### src/rtl/xfer_seq_ctrl.sv
// Sequences one engine run per word of a control-register transfer and writes the done flag back.
// Optional WAIT timeout with a sticky error is built when XFER_TIMEOUT_EN is defined.
module xfer_seq_ctrl #(
   parameter int ADDR_W  = 8,
   parameter int TIMEOUT = 1023
) (
   input  logic              clk,
   input  logic              rst,
   input  logic [31:0]       ctrl_in,
   output logic              wr2c,
   output logic              flag_o,
   output logic              new_o,
   output logic              eng_start,
   output logic [ADDR_W-1:0] eng_addr,
   input  logic              eng_done,
   output logic              busy,
   output logic              err,
   output logic [2:0]        state_dbg
);

   // No valid/ready handshake here: eng_start is a one-cycle request and
   // eng_done a one-cycle completion, honoured only while the FSM is in WAIT.
   typedef enum logic [2:0] {
      S_IDLE   = 3'd0,
      S_LOAD   = 3'd1,
      S_START  = 3'd2,
      S_WAIT   = 3'd3,
      S_NEXT   = 3'd4,
      S_FINISH = 3'd5
   } state_t;

   state_t     state, state_nxt;
   logic [7:0] remaining;
   logic       timeout_hit;
   logic       unused_ctrl;

   assign unused_ctrl = ^{ctrl_in[31:16], ctrl_in[7:1]};
   assign state_dbg   = state;

   always_ff @(posedge clk) begin
      if (!rst) begin
         state     <= S_IDLE;
         remaining <= 8'd0;
         eng_addr  <= '0;
      end else begin
         state <= state_nxt;
         case (state)
            S_LOAD: begin
               remaining <= ctrl_in[15:8];
               eng_addr  <= '0;
            end
            S_NEXT: begin
               if (remaining != 8'd0) begin
                  remaining <= remaining - 8'd1;
                  eng_addr  <= eng_addr + 1'b1;
               end
            end
            default: ;
         endcase
      end
   end

`ifdef XFER_TIMEOUT_EN
   localparam int CNT_W = $clog2(TIMEOUT + 1);
   logic [CNT_W-1:0] wait_cnt;

   // The counter is zeroed in START so it always begins at 0 on entry to WAIT.
   assign timeout_hit = (state == S_WAIT) && !eng_done &&
                        (wait_cnt == CNT_W'(TIMEOUT - 1));

   always_ff @(posedge clk) begin
      if (!rst) begin
         wait_cnt <= '0;
         err      <= 1'b0;
      end else begin
         if (state == S_START)
            wait_cnt <= '0;
         else if (state == S_WAIT)
            wait_cnt <= wait_cnt + 1'b1;
         if (state == S_LOAD)
            err <= 1'b0;
         else if (timeout_hit)
            err <= 1'b1;
      end
   end
`else
   assign timeout_hit = 1'b0;
   assign err         = 1'b0;
`endif

   always_comb begin
      state_nxt = state;
      wr2c      = 1'b0;
      flag_o    = 1'b0;
      new_o     = 1'b0;
      eng_start = 1'b0;
      busy      = (state != S_IDLE);
      case (state)
         S_IDLE:   if (ctrl_in[0]) state_nxt = S_LOAD;
         S_LOAD:   state_nxt = S_START;
         S_START: begin
            eng_start = 1'b1;
            state_nxt = S_WAIT;
         end
         S_WAIT: begin
            if (eng_done)
               state_nxt = S_NEXT;
            else if (timeout_hit)
               state_nxt = S_FINISH;
         end
         S_NEXT:   state_nxt = (remaining == 8'd0) ? S_FINISH : S_START;
         S_FINISH: begin
            // err can only be set here by a timeout of this transfer, since LOAD cleared it.
            wr2c      = 1'b1;
            flag_o    = !err;
            new_o     = 1'b0;
            state_nxt = S_IDLE;
         end
         default:  state_nxt = S_IDLE;
      endcase
   end

endmodule

### config.mk
export PLATFORM = sky130hd
export DESIGN_NAME = xfer_seq_ctrl
export DESIGN_NICKNAME = d
export VERILOG_FILES = /design/src/rtl/xfer_seq_ctrl.sv
export SDC_FILE = /design/constraint.sdc
export NUM_CORES = 1
export LEC_CHECK = 0
export ABC_AREA = 1
export BUFFER_PORTS_ARGS = -buffer_cell sky130_fd_sc_hd__buf_2
export CAP_MARGIN = 20
export CORE_UTILIZATION = 51
export CTS_CLUSTER_DIAMETER = 120
export DETAILED_ROUTE_END_ITERATION = 6
export PLACE_DENSITY = 0.88
export SYNTH_ARGS = -nofsm -noshare
export SYNTH_HDL_FRONTEND = slang
export SYNTH_SLANG_ARGS = --single-unit
export TNS_END_PERCENT = 1
### constraint.sdc
create_clock -name clk -period 2.59 [get_ports clk]
set_input_delay 0.1295 -clock clk [delete_from_list [all_inputs] [get_ports clk]]
set_output_delay 0.1295 -clock clk [all_outputs]
set_load 0.05 [all_outputs]
==> summary.txt <==
Reg2reg setup slack - 1.0 ns
Nets - 267
Finished Core Util - 62.09%
Worst r2r src - state_dbg[0]
DIE AREA - 2719 um2
Total power - 918.0 uW
Netlist cell types - 28
Clk_skew - 0.01249 ns
CP peak stage delay - 0.42 ns
Critical Path Source Type - flop
Sw Pwr - 411.3 uW
WHS Path Cells - 5
Most used cell, CP - nand2_1
Synthesized area - 1282 um2
Sw Ratio - 44.80%
Post-Syn Instances - 203
Max Fclk - 627.7 MHz
IO Pins - 52
Max-Cap Viols - 0
H-tree depth - 1
Fin. Hold Viols - 0
Hold endpoint - remaining[7]
Vias in the first global route - 1070
Cts repair resizes - 0
Max rail drop VDD - 0.3739 mV
Port buffer count - 26
Critical Path Fanout Max - 19
Antenna violations before repair - 0
CP Capture Type - flop
Initial Util - 55.83%
CTS Buf Count - 3
Worst-path cell chain - nor2_2 > nand2_2 > clkinv_4 > o21ai_4 > nand2_4 > nor2_1 > nand2_1 > nand2_1 > inv_1
Detailed Place HPWL - 1.884 mm
Via count - 1263
CORE AREA - 2297 um2
Bufs on Longest Clock Path - 2
Clk pwr share - 16.9%
Ys flop type - dfxtp_1
Pleak - 0.7361 nW
RSZ-0062 raised after global routing - false
First-pass GRT wire length - 4.436 mm
Drt first-iter violations - 29
R2R Path End - state_dbg[1]
Hold crit path type - input port to flop
DRC - 0
Most frequent cell after synthesis - nand2_1
Crit Path Class - flop to flop
Hold_buf cts - 0
Status - complete, no violations
Yosys top cell area share - 29.66%
Combinational Power Share - 43.7%
TNS Setup - 0 ns
Gr usage total - 21.41%
Layout cell share with drive strength beyond 1 - 21.49%
Max-slew violations - 0
Arr. time, crit path - 1.82 ns
Routed Antenna Nets - 0
CTS Sinks - 19
FF+latch count, synth - 19
Reg2reg path depth - 9
Number of synthesized flops with an enable pin - 0
Tmin final - 1.593 ns
N_diodes - 0
Row Count - 17
Placed cells - 252
Non-filler cells, final - 256
Async set-reset flop share out of synthesis - 0%
Largest net degree at the start of global routing - 20
WL per Instance - 10.19 um
Hold path startpoint - ctrl_in[15]
Top cells by area, synth - dfxtp_1 (30%), nand2_1 (16%), nor2_1 (10%)
Synth top cells by count - nand2_1 (54), nor2_1 (35), inv_1 (26), dfxtp_1 (19), nand3_1 (16)
Worst EP required - 2.81 ns
Remaining Overflow, GRT - 0
Flop pwr share - 39.4%
Root Driver - clkbuf_4
Post-CTS Setup Inserts - 0
Sequential share of the synthesized area - 29.66%
Design internal power - 506.7 uW
GPL Wtd Cong - 0.7905
Area Growth Syn to Fin - 11.22%
Die W - 52.15 um
Syn avg cell area - 6.318 um2
Clock transition at path regs - 0.12 ns
CTS tree - built
Worst-Skew Late Latency - 0.31 ns
Drt first pass iters - 4
CP max-delay cell - dfxtp_1
Power per cell area - 643.6 nW/um2
Largest area contributor in the netlist - dfxtp_1
Die H - 52.15 um
Final WL - 2.609 mm
Crit share post-route - 61.51%
Syn. warnings - 0
Via density - 4.934
Endpoints failing setup - 0
-- critical path, delay by kind of cell, from the launching register on --
family,cells,cell delay [ns]
flops,1,0.42
simple gates,6,0.77
compound gates,1,0.12
buf+inv,2,0.21
-- flip-flops by register name (all words and copies together), names as in the netlist --
register / flops
state_dbg: 3
eng_addr: 8
remaining: 8
-- layout make-up --
type	instances	area [um2]
multi-input combinational	151	744.5
fill	225	870.8
tap	28	35.03
sequential	19	380.4
clock buffer	4	26.28
timing repair buffer	26	130.1
inverter	28	110.1
-- layout by cell type, fill, tap and decap left out, types with 2 or more instances in the layout --
master     n
nand2_1   54
nor2_1    35
inv_1     26
buf_2     26
dfxtp_1   19
nand3_1   16
o21ai_0   10
a21oi_1    6
nor3_1     4
a21oi_2    4
nor2_2     3
nand2_2    3
ha_1       3
clkbuf_4   3
nand3_2    2
o21ai_1    2
conb_1     2
-- worst max path at each step --
| stage | to | depth (start not counted) | startpoint | slack (ns) |
|---|---|---|---|---|
| 2_1_floorplan | wr2c | 3 | state_dbg[2] | 0.11 |
| 3_3_place_gp | state_dbg[1] | 9 | state_dbg[0] | 1.0 |
| 3_5_place_dp | state_dbg[1] | 9 | state_dbg[0] | 1.0 |
| 4_1_cts | state_dbg[1] | 9 | state_dbg[0] | 0.98 |
| 5_1_grt | remaining[5] | 7 | state_dbg[0] | 0.82 |
| 6_report | state_dbg[1] | 9 | state_dbg[0] | 1.0 |
-- cell families (layout without fill, tap and decap cells) --
logic type | after synthesis | count (layout) | share of synthesized area, %
fa+ha+maj | 3 | 3 | 2.927
other cells | 1 | 2 | 0.2924
compound gates | 24 | 24 | 11.71
xor+xnor | 1 | 1 | 0.6831
flops | 19 | 19 | 29.66
buf+inv | 34 | 58 | 12.58
simple gates | 121 | 121 | 42.15
-- power by group through the flow --
stage,sequential (mW),combinational (mW),clock (mW)
after floorplan,0.395,0.312,0
after global placement,0.367,0.392,0
after detailed placement,0.368,0.398,0
after CTS,0.361,0.400,0.157
after global routing,0.366,0.452,0.170
final,0.362,0.401,0.155
-- per-layer routing --
metal,share of wire [%],global-route usage [%],vias up
li1,-,-,679
met1,50,29.61,539
met2,43,33.76,40
met3,5.7,2.047,5
met4,1.8,8.772,0
met5,0,0,-
-- stage by stage --
stage / hold WS [ns] / setup WS, ns / instance area [um2]
detailed placement: 0.4383 / 0.9973 / 1400
global route: 0.1463 / 0.8221 / 1426
CTS: 0.1157 / 0.9847 / 1426
floorplan: 0.2768 / 0.1066 / 1286
finish: 0.1093 / 0.9969 / 1426
global placement: 0.4287 / 0.9992 / 1400
(Power assumes the default switching activity.)
